`src/rtl/inst_fetch.sv`:
```
// Instruction-fetch front end: PC register, one-deep in-flight SRAM read tracking,
// and a 2-entry {pc, instr} queue handed to decode over valid/ready.
module inst_fetch #(
  parameter logic [31:0] RESET_PC = 32'h0000_0000
) (
  input  logic        clk,
  input  logic        rst_n,
  output logic [31:0] imem_addr,
  input  logic [31:0] imem_rdata,
  input  logic        redirect_valid,
  input  logic [31:0] redirect_pc,
  output logic        id_valid,
  input  logic        id_ready,
  output logic [31:0] id_pc,
  output logic [31:0] id_instr
);

  logic [31:0] pc_q, pc_d;
  logic        inflight_q, inflight_d;
  logic [31:0] inflight_pc_q, inflight_pc_d;
  logic [1:0]  count_q, count_d;
  logic        head_q, head_d;
  logic        tail_q, tail_d;
  logic [31:0] fifo_pc_q    [2];
  logic [31:0] fifo_instr_q [2];

  logic        pop;
  logic        push;
  logic        issue;
  logic [2:0]  occ;
  logic [31:0] target;

  always_comb begin
    target    = {redirect_pc[31:2], 2'b00};
    id_valid  = (count_q != 2'd0) & ~redirect_valid;
    pop       = id_valid & id_ready;
    // A redirect kills the response arriving this cycle.
    push      = inflight_q & ~redirect_valid;
    // Slots committed after this cycle: buffered + in-flight - popped.
    occ       = {1'b0, count_q} + {2'b00, inflight_q} - {2'b00, pop};
    issue     = occ < 3'd2;
    imem_addr = redirect_valid ? {2'b00, redirect_pc[31:2]} : {2'b00, pc_q[31:2]};
    id_pc     = fifo_pc_q[head_q];
    id_instr  = fifo_instr_q[head_q];
  end

  always_comb begin
    pc_d          = pc_q;
    inflight_d    = inflight_q;
    inflight_pc_d = inflight_pc_q;
    count_d       = count_q;
    head_d        = head_q;
    tail_d        = tail_q;
    if (redirect_valid) begin
      count_d       = 2'd0;
      head_d        = 1'b0;
      tail_d        = 1'b0;
      inflight_d    = 1'b1;
      inflight_pc_d = target;
      pc_d          = target + 32'd4;
    end else begin
      if (push) tail_d = ~tail_q;
      if (pop)  head_d = ~head_q;
      count_d = count_q + {1'b0, push} - {1'b0, pop};
      if (issue) begin
        inflight_d    = 1'b1;
        inflight_pc_d = pc_q;
        pc_d          = pc_q + 32'd4;
      end else begin
        inflight_d    = 1'b0;
      end
    end
  end

  always_ff @(posedge clk or negedge rst_n) begin
    if (!rst_n) begin
      pc_q          <= RESET_PC;
      inflight_q    <= 1'b0;
      inflight_pc_q <= 32'h0;
      count_q       <= 2'd0;
      head_q        <= 1'b0;
      tail_q        <= 1'b0;
      for (int i = 0; i < 2; i++) begin
        fifo_pc_q[i]    <= 32'h0;
        fifo_instr_q[i] <= 32'h0;
      end
    end else begin
      pc_q          <= pc_d;
      inflight_q    <= inflight_d;
      inflight_pc_q <= inflight_pc_d;
      count_q       <= count_d;
      head_q        <= head_d;
      tail_q        <= tail_d;
      if (push) begin
        fifo_pc_q[tail_q]    <= inflight_pc_q;
        fifo_instr_q[tail_q] <= imem_rdata;
      end
    end
  end

  // The issue rule must keep the queue from ever overflowing.
  assert property (@(posedge clk) disable iff (!rst_n) !(push && !pop && count_q == 2'd2));

endmodule

```
`config.mk`:
```
export PLATFORM = sky130hd
export DESIGN_NAME = inst_fetch
export DESIGN_NICKNAME = d
export VERILOG_FILES = /design/src/rtl/inst_fetch.sv
export SDC_FILE = /design/constraint.sdc
export NUM_CORES = 1
export LEC_CHECK = 0
export ABC_AREA = 0
export CAP_MARGIN = 20
export CORE_MARGIN = 2
export CORE_UTILIZATION = 45
export CTS_CLUSTER_DIAMETER = 200
export DETAILED_ROUTE_END_ITERATION = 16
export HOLD_SLACK_MARGIN = 0.15
export PLACE_DENSITY_LB_ADDON = 0.15
export SLEW_MARGIN = 40
export SYNTH_ARGS = -nofsm -noshare
export SYNTH_HDL_FRONTEND = slang
export SYNTH_SLANG_ARGS = --single-unit
```
`constraint.sdc`:
```
create_clock -name clk -period 3.9 [get_ports clk]
set_input_delay 0.78 -clock clk [delete_from_list [all_inputs] [get_ports clk]]
set_output_delay 0.78 -clock clk [all_outputs]
set_load 0.02 [all_outputs]
```
[Word level (Yosys, flattened, before mapping)]
Index checks and enable logic that the tools add are counted.
Cells by class
  order comparisons: 4
  add/subtract/negate cells: 6
  reduce and logical (&&, ||, !) cells: 5
  bitwise operators: 8
  muxes and demuxes: 22
Operator list (number)
  $mux 32: 11
  $bwmux 64: 2
  $add 32x3->32 const B: 2
  $demux 32 s1: 1
  $mux 30: 1
  $reduce_bool 2->1: 4
  $mux 1: 6
  $ge 2x2->1 const B: 2
  $not 1->2: 2
  $add 2x1->3: 1
  $and 1x1->1: 3
  $lt 3x2->1 const B: 1
  $not 1->1: 3
  $sub 3x1->3: 1
  $add 2x1->2: 1
  $lt 2x1->1 const B: 1
  $mux 2: 1
  $sub 2x1->2: 1
  $logic_and 1x1->1: 1
Storage, ports and cells
  logic and storage cells: 55
  flip-flop bits (word level): 197

[Longest topological paths before layout]
Gate-level depths: netlist of run 1.
  depth after elaboration: 7
  gate-level depth with buffers: 17
  depth with buffers taken out: 11

[Worst setup path before layout of run 1]
Ideal clock, no wire load.
  kind: input to register
  start: in redirect_valid
  end: reg pc_q[31]
  arrival: 4.080 ns
  stages on the path: 16
  buffers on the path: 7
  setup time: 0.092 ns
  data required time: 3.808 ns
  setup slack: -0.272 ns
  cells stage by stage: buf_6 buf_2 buf_2 buf_2 buf_1 nor2_1 and2_1 ha_1 nand2b_1 fa_1 xnor2_1 a21oi_1 clkbuf_1 clkbuf_1 nand2_1 o31ai_2
Between the ends
  longest elaborated chain between the ends: 6
Ends and longest elaborated chain
  from (decl): line 10  | input logic redirect_valid,
  $not 1->1: line 35  | id_valid = (count_q != 2'd0) & ~redirect_valid;
  $and 1x1->1: line 35
  net id_valid: line 12  | output logic id_valid,
  $and 1x1->1: line 36  | pop = id_valid & id_ready;
  $sub 3x1->3: line 40  | occ = {1'b0, count_q} + {2'b00, inflight_q} - {2'b00, pop};
  $lt 3x2->1: line 41  | issue = occ < 3'd2;
  $reduce_bool 2->1 (no source line)
  to (signal assigned): line 88  | pc_q <= pc_d;
  to (decl): line 18  | logic [31:0] pc_q, pc_d;
The timed path passes the listed nets, and every way through them passes these cells.
A chain may end at the register's enable or synchronous reset.

[Worst setup path in the final report of run 1]
  start: in redirect_valid
  end: out imem_addr[20]
Between the ends
  longest elaborated chain between the ends: 1
Ends and longest elaborated chain
  $mux 30: line 42  | imem_addr = redirect_valid ? {2'b00, redirect_pc[31:2]} : {2'b00, pc_q[31:2]};
  to (decl): line 8  | output logic [31:0] imem_addr,
Every way passes these cells.

==> results of run 1 <==
## per-layer routing
metal | track usage (%) | vias up
met1 | 26.4 | 3051
met4 | 6.09 | 0
met3 | 3.71 | 21
met5 | 0 | -
met2 | 33.2 | 156
li1 | - | 2886
## sequential cells by signal, summed over array words and instances (netlist names)
register       count
pc_q              30
tail_q             1
inflight_pc_q     30
inflight_q         1
head_q             1
count_q            2
fifo_instr_q      64
fifo_pc_q         60
## cells in the final DEF (no fill, tap or decap), drive strengths merged, types with 2 or more instances in the layout
master / n
a31oi: 3
conb: 4
nand2: 31
xor2: 5
a32o: 2
buf: 20
o31ai: 2
nand3b: 9
clkdlybuf4s50: 156
mux2i: 17
dfrtp: 189
a22oi: 3
nor2: 72
o21ai: 17
a21oi: 40
nor4: 4
inv: 30
nor2b: 2
nand3: 22
nand4: 7
mux2: 200
nand2b: 4
a21o: 3
clkbuf: 19
ha: 4
xnor2: 25
nor3: 2
clkinv: 4
## how the worst min path moves through the flow
stage,from,to,cells after the start,slack (ns)
after floorplan,pc_q[2],pc_q[2],1,0.44
after global placement,pc_q[2],pc_q[2],1,0.45
after detailed placement,pc_q[2],pc_q[2],1,0.47
after CTS,rst_n,fifo_instr_q[8],1,0.32
after global routing,rst_n,fifo_instr_q[8],1,0.33
final,rst_n,fifo_instr_q[8],1,0.29
## kinds of logic (layout without fill, tap and decap cells)
family	count (synthesis)	count (layout)
AO/OA/AOI/OAI	74	74
XOR/XNOR	30	30
adder cells (fa/ha/maj)	5	5
buffers and inverters	66	231
flip-flops	189	189
multiplexers	217	217
other	1	4
AND/OR/NAND/NOR	158	158
## layout make-up
class	instances	share of cell area [%]
inverter	22	0.718
clock inverter	14	1.30
tap	265	2.88
timing repair buffer	177	15.7
clock buffer	18	3.82
multi-input combinational	488	34.4
sequential	189	41.2
## worst reg2reg max path: cells and delay by family, from the launching register on
kind | cells | cell delay [ns]
AO/OA/AOI/OAI | 1 | 0.18
multiplexers | 1 | 0.40
AND/OR/NAND/NOR | 4 | 0.58
flip-flops | 1 | 0.46
XOR/XNOR | 1 | 0.19
adder cells (fa/ha/maj) | 2 | 0.66
buffers and inverters | 1 | 0.39
## report_power, final
group          total [mW]  switching (mW)  internal (mW)
logic                4.95            2.39           2.57
registers            3.58           0.599           2.98
clock network        1.73           0.804          0.925
## through the flow
step                      power (mW)  utilization, %  setup slack [ns]  hold slack, ns
final                           10.3            59.1             0.626           0.289
after global routing            10.9            59.1             0.518           0.326
after CTS                       10.4            59.1             0.593           0.322
after detailed placement        8.61            56.0             0.396           0.473
after global placement          8.41            56.0             0.450           0.455
after floorplan                 6.65               -           0.00471           0.443
==> results.json, run 1 <==
{
  "drv_slew": 0,
  "fin_crit_sh_pct": 83.9,
  "synth_most_common_cell": "mux2_2",
  "dp_cells": 1141,
  "synth_top_area_share_pct": 52.9,
  "critical-path-max-stage-delay_ns": 0.55,
  "synth_edf_count": 0,
  "grt_pass1_vias": 6473,
  "row_count": 51,
  "synthAdderAreaFrac_pct": 0.784,
  "vias": 6114,
  "synth_compound_area_share_pct": 4.73,
  "antenna_found_initial": 0,
  "rr_endpoint": "inflight_pc_q[23]",
  "fillers": 1601,
  "wl_per_cell_um": 17.4,
  "gp_congestion": 0.859,
  "critPathBufInv": 4,
  "fp.dieH_um": 145,
  "synth_area_leaders": "dfrtp_1 (53%), mux2_2 (25%), nor2_1 (3.0%), xnor2_1 (2.5%), a21oi_1 (2.2%)",
  "wl_met1_um": 9220,
  "max_cap_violations": 0,
  "dpl_cell_area_sq_um": 10900,
  "holdCritPathClass": "input port to asynchronous set/reset pin",
  "worst_slew_pin_slew_ns": 0.688,
  "drc": 0,
  "cp_cell_sequence": "buf_2 -> buf_12 -> nand2b_1 -> a21boi_0 -> inv_1 -> clkdlybuf4s50_1",
  "synth-simple-area-share_pct": 8.25,
  "finalSetupViolCount": 0,
  "cts_buffers": 17,
  "routed-wl-met2_um": 10000,
  "grt_pass1_wl_um": 33600,
  "synth_cells": 740,
  "r2r-start": "count_q[1]",
  "worst-setup-path-type": "input port to primary output",
  "critPathMaxFanout": 65,
  "setup.worst_path.end": "imem_addr[20]",
  "p_leak_nw": 4.74,
  "finalNetCount": 968,
  "powerDensity_nw_per_um2": 893,
  "ir_worst_vdd_mv": 0.422,
  "synth_ff_type": "dfrtp_1",
  "io_buffers": 158,
  "grt_overflow_total": 0,
  "yosys_register_bits": 189,
  "post_drt_via_cell_ratio": 5.21,
  "top_layer_used": "met4",
  "insertion_delay_ns": 0.43,
  "hpwl_um": 14100,
  "cp.arrival_ns": 2.49,
  "ios": 165,
  "end_kind": "primary output",
  "rsz0062_at_grt": "no",
  "htree_levels": 4,
  "synth.top_cells.by_count": "mux2_2 (200), dfrtp_1 (189), nor2_1 (72), a21oi_1 (40), nand2_1 (31)",
  "grt_max_degree": 111,
  "dr.first_iter.drc_count": 261,
  "regArea_sq_um": 4730,
  "critPathLaunch": "redirect_valid",
  "finalHoldViolations": 0,
  "path_delay_family": "buffers and inverters",
  "slew_headroom_pct": 54.0,
  "dieWidth_um": 145,
  "dr.pass1.iters": 4,
  "path_depth": 6,
  "ant_nets": 0,
  "postRouteWirelength_um": 20400,
  "synth.avg_cell_area_sq_um": 12.1,
  "ys_types": 42,
  "antenna_cells": 0,
  "yosysSeqAreaShare_pct": 52.9,
  "critPathLaunchType": "input port",
  "clkSinkCount": 189,
  "synth_warnings": 0,
  "cts_tree": "built",
  "outcome": "complete, no violations",
  "max_freq_ghz": 0.305,
  "cts_max_path_buffers": 2,
  "cts.clk_slew.worst_paths_ns": 0.07,
  "cts_resized": 0,
  "synthMuxAreaShare_pct": 27.1,
  "synth.largest_area_cell": "dfrtp_1",
  "finalSetupTns_ns": 0,
  "multi_input_area_sq_um": 3950,
  "start_util_pct": 45.9,
  "finalCriticalPeriod_ns": 3.27,
  "synth_top_family_by_area": "multiplexers",
  "reg2reg_slack_ns": 0.94,
  "fin_skew_ns": 0.0106,
  "layout-drive-gt1-share_pct": 28.7,
  "hold_buffers": 0,
  "worstPathRequired_ns": 3.12,
  "root_buffer": "clkbuf_16",
  "rr_worst_depth": 10,
  "async_reset_ff_share_pct": 100,
  "met3_length_um": 799,
  "final_area_sq_um": 11500,
  "coreArea_sq_um": 19500,
  "cts_setup_buffers": 0,
  "netlist_area_sq_um": 8930,
  "finalNonFillerCells": 1173,
  "area_delta_synth_final_pct": 28.7,
  "track_usage_pct": 19.9,
  "synth_xor_area_share_pct": 2.94,
  "die-area_sq_um": 21000,
  "crit_path_top_delay_cell": "clkdlybuf4s50_1"
}
Power figures use the tool's default switching activity.
==> run 2: changes to the inputs <==
==> constraint.sdc (replaced) <==
create_clock -name clk -period 3.2 [get_ports clk]
set_input_delay 0.64 -clock clk [delete_from_list [all_inputs] [get_ports clk]]
set_output_delay 0.64 -clock clk [all_outputs]
set_load 0.02 [all_outputs]
==> run 2 against run 1 <==
Design area increased by 1.4%. Sequential power increased by 21%. Global-route usage rose by 0.40 points. Final cell count is 1.2% higher. First-iteration DRC count grew 18%. Flip-flop and latch count did not move. Combinational power is 25% higher. Sequential share of layout area is 0.57 points lower. Critical path type unchanged. Critical endpoint is now imem_addr[4]. Largest cell class unchanged. Largest power group unchanged. Highest routed layer unchanged.
==> results.json, run 2 (synthesized netlist as in run 1, its figures left out) <==
{
  "cts.clk_slew.worst_paths_ns": 0.07,
  "finalSetupTns_ns": 0,
  "routed-wl-met2_um": 10100,
  "fin_crit_sh_pct": 93.5,
  "regMostFlops": "fifo_instr_q",
  "holdCritPathClass": "input port to asynchronous set/reset pin",
  "antenna_cells": 0,
  "top_layer_used": "met4",
  "reg2reg_slack_ns": 0.50,
  "insertion_delay_ns": 0.43,
  "wl_per_cell_um": 17.2,
  "power_mw": 12.7,
  "critPathMaxFanout": 53,
  "worst-setup-path-type": "input port to primary output",
  "vias": 6162,
  "cts_tree": "built",
  "hpwl_um": 14700,
  "finalCriticalPeriod_ns": 2.99,
  "root_buffer": "clkbuf_16",
  "fin_skew_ns": 0.00852,
  "worstPathRequired_ns": 2.56,
  "p_leak_nw": 4.82,
  "final_common_cell": "mux2_2",
  "max_freq_ghz": 0.334,
  "row_count": 51,
  "cts_max_path_buffers": 2,
  "start_util_pct": 45.9,
  "powerDensity_nw_per_um2": 1090,
  "critPathLaunchType": "input port",
  "grt_max_degree": 75,
  "hold_buffers": 0,
  "fp.dieH_um": 145,
  "max_cap_violations": 0,
  "fillers": 1561,
  "cts_buffers": 17,
  "dpl_cell_area_sq_um": 11000,
  "dieWidth_um": 145,
  "dr.pass1.iters": 6,
  "r2r-start": "count_q[1]",
  "layout-drive-gt1-share_pct": 30.3,
  "post_drt_via_cell_ratio": 5.19,
  "coreArea_sq_um": 19500,
  "drv_slew": 0,
  "die-area_sq_um": 21000,
  "ant_nets": 0,
  "met3_length_um": 767,
  "rsz0062_at_grt": "no",
  "wl_met1_um": 9210,
  "cp.arrival_ns": 2.35,
  "finalSetupViolCount": 0,
  "dr.first_iter.drc_count": 309,
  "end_kind": "primary output",
  "utilization_pct": 59.9,
  "finalHoldViolations": 0,
  "outcome": "complete, no violations",
  "rr_endpoint": "inflight_pc_q[23]",
  "clkSinkCount": 189,
  "grt_pass1_vias": 6438,
  "ios": 165,
  "postRouteWirelength_um": 20500,
  "track_usage_pct": 20.3,
  "area_delta_synth_final_pct": 30.4,
  "antenna_found_initial": 0,
  "grt_pass1_wl_um": 34100,
  "cts_setup_buffers": 0,
  "rr_worst_depth": 10,
  "ir_worst_vdd_mv": 0.474,
  "grt_overflow_total": 0,
  "largest_reg_flops": 64,
  "io_buffers": 158,
  "htree_levels": 4,
  "largestRegisters": "fifo_instr_q (64), fifo_pc_q (60)",
  "worst_slew_pin_slew_ns": 0.610,
  "gp_congestion": 0.868,
  "slew_headroom_pct": 59.3,
  "cts_resized": 0,
  "mostFrequentLayoutCells": "mux2_2 (200), dfrtp_1 (188), clkdlybuf4s50_1 (156), nor2_1 (70), a21oi_1 (39)",
  "drc": 0,
  "final_area_sq_um": 11700,
  "finalNetCount": 983
}
-- run 2: worst max-delay path by stage --
| stage | start | endpoint | slack (ns) | cells past startpoint |
|---|---|---|---|---|
| 2_1_floorplan | redirect_valid | inflight_pc_q[11] | -0.004 | 17 |
| 3_3_place_gp | id_ready | inflight_pc_q[19] | 0.11 | 9 |
| 3_5_place_dp | id_ready | inflight_pc_q[23] | 0.12 | 9 |
| 6_report | redirect_valid | imem_addr[4] | 0.21 | 5 |
| 5_1_grt | redirect_valid | imem_addr[20] | 0.14 | 6 |
| 4_1_cts | redirect_valid | imem_addr[4] | 0.21 | 5 |
-- run 2: final cells by class --
cell class | instances | area [sq um] | area share (%)
Timing Repair Buffer | 192 | 1920 | 16.5
Clock buffer | 19 | 443 | 3.80
Multi-Input combinational cell | 488 | 3980 | 34.2
Clock inverter | 12 | 161 | 1.39
Inverter | 22 | 82.6 | 0.709
Sequential cell | 189 | 4730 | 40.6
Tap cell | 265 | 332 | 2.85
-- run 2: routing by layer --
layer | GRT usage, % | vias up
li1 | - | 2918
met2 | 33.6 | 156
met1 | 26.6 | 3059
met5 | 0 | -
met3 | 3.81 | 29
met4 | 7.38 | 0
-- run 2: critical path, cell delays in order --
cell and delay (ns):
buf_2 0.21, buf_12 0.28, buf_4 0.23, mux2_2 0.41, clkdlybuf4s50_1 0.56
-- run 2: power by group --
part / internal, mW / leakage (nW) / switching (mW)
clock: 1.25 / 0.286 / 0.911
combinational: 3.25 / 2.33 / 2.94
sequential: 3.64 / 2.21 / 0.708
-- run 2: per-stage QoR --
step                setup WS (ns)  hold WS, ns  cells
floorplan                -0.00442        0.344    743
global placement            0.107        0.457   1156
detailed placement          0.122        0.463   1156
CTS                         0.206        0.246   1187
global route                0.136        0.259   1187
finish                      0.207        0.220   1187
==> run 3: changes to the inputs <==
--- a/config.mk
+++ b/config.mk
@@ -12,6 +12,7 @@
 export CTS_CLUSTER_DIAMETER = 200
 export DETAILED_ROUTE_END_ITERATION = 16
 export HOLD_SLACK_MARGIN = 0.15
+export MAX_ROUTING_LAYER = met4
 export PLACE_DENSITY_LB_ADDON = 0.15
 export SLEW_MARGIN = 40
 export SYNTH_ARGS = -nofsm -noshare
==> run 3 against run 2 <==
Hold slack better by 0.0067 ns. Routed wire length down 0.12%. Clock-buffer cell count unchanged.
==> results.json, run 3 (synthesized netlist as in run 1, its figures left out) <==
{
  "outcome": "complete, no violations",
  "vias": 6120,
  "ant_nets": 0,
  "setup_slack_ns": 0.212,
  "area_delta_synth_final_pct": 30.4,
  "p_leak_nw": 4.82,
  "die-area_sq_um": 21000,
  "finalCriticalPeriod_ns": 2.99,
  "fin_skew_ns": 0.00823,
  "dr.first_iter.drc_count": 351,
  "finalNonFillerCells": 1187,
  "hold_slack_ns": 0.226,
  "max_cap_violations": 0,
  "power_mw": 12.7,
  "io_buffers": 158,
  "holdCritPathClass": "input port to asynchronous set/reset pin",
  "dp_cells": 1156,
  "fin_crit_sh_pct": 93.4,
  "antenna_cells": 0,
  "postRouteWirelength_um": 20400,
  "slew_headroom_pct": 59.5,
  "dr.pass1.iters": 4,
  "cts_buffers": 17,
  "worstPathRequired_ns": 2.56,
  "largestRegisters": "fifo_instr_q (64), fifo_pc_q (60)",
  "cts_max_path_buffers": 2,
  "ios": 165,
  "post_drt_via_cell_ratio": 5.16,
  "insertion_delay_ns": 0.42,
  "row_count": 51,
  "ir_worst_vdd_mv": 0.474,
  "root_buffer": "clkbuf_16",
  "grt_max_degree": 75,
  "layout-drive-gt1-share_pct": 30.3,
  "critPathLaunchType": "input port",
  "track_usage_pct": 20.9,
  "final_common_cell": "mux2_2",
  "pre_cts_slack_ns": 0.122,
  "htree_levels": 4,
  "antenna_found_initial": 0,
  "cts_setup_buffers": 0,
  "clkSinkCount": 189,
  "critPathMaxFanout": 53,
  "cts.clk_slew.worst_paths_ns": 0.07,
  "drc": 0,
  "hpwl_um": 14700,
  "grt_pass1_wl_um": 34100,
  "gp_congestion": 0.883,
  "dpl_cell_area_sq_um": 11000,
  "wl_per_cell_um": 17.2,
  "mostFrequentLayoutCells": "mux2_2 (200), dfrtp_1 (188), clkdlybuf4s50_1 (156), nor2_1 (70), a21oi_1 (39)",
  "worst-setup-path-type": "input port to primary output",
  "hold_buffers": 0,
  "cp.arrival_ns": 2.35,
  "finalSetupViolCount": 0,
  "finalHoldViolations": 0,
  "cts_tree": "built",
  "dieWidth_um": 145,
  "drv_slew": 0,
  "start_util_pct": 45.9,
  "finalNetCount": 983,
  "coreArea_sq_um": 19500,
  "finalSetupTns_ns": 0,
  "final_area_sq_um": 11700,
  "largest_reg_flops": 64,
  "powerDensity_nw_per_um2": 1090,
  "fp.dieH_um": 145,
  "rsz0062_at_grt": "no",
  "grt_pass1_vias": 6437,
  "regMostFlops": "fifo_instr_q",
  "end_kind": "primary output",
  "grt_overflow_total": 0,
  "max_freq_ghz": 0.335,
  "cts_resized": 0,
  "worst_slew_pin_slew_ns": 0.608,
  "utilization_pct": 59.9
}
[run 3: cell counts in the layout (fill, tap and decap cells not counted)]
No cell type changed its count.
[run 3: worst max-delay path: stages]
cell and delay [ns]:
buf_2 0.21, buf_12 0.28, buf_4 0.23, mux2_2 0.40, clkdlybuf4s50_1 0.56
[run 3: worst paths after layout]
check / startpoint / to / slack, ns / cells past startpoint
worst max-delay path: redirect_valid / imem_addr[4] / 0.21 / 5
worst min-delay path: rst_n / fifo_instr_q[37] / 0.23 / 1
worst max register to register: count_q[1] / inflight_pc_q[19] / 0.50 / 10
worst min register to register: pc_q[2] / pc_q[2] / 0.48 / 1
max in group asynchronous: rst_n / fifo_instr_q[62] / 2.11 / 2
min in group clk: pc_q[2] / pc_q[2] / 0.48 / 1
[run 3: where the power goes]
group	switching [mW]	total, mW	internal [mW]
Combinational	2.94	6.19	3.25
Clock	0.910	2.16	1.25
Sequential	0.708	4.34	3.64
[run 3: final cells by class]
cell class                      instances  area, sq um
Fill cell                            1561         7810
Clock inverter                         12          161
Timing Repair Buffer                  192         1920
Clock buffer                           19          443
Sequential cell                       189         4730
Tap cell                              265          332
Multi-Input combinational cell        488         3980
Inverter                               22         82.6
[run 3: metal layers]
metal  vias up  track usage [%]  wire (um)
met5         -                -          0
met4         0             7.38        456
met3        27             3.58        755
met2       153             33.6      10000
met1      3023             26.8       9210
li1       2917                -          -
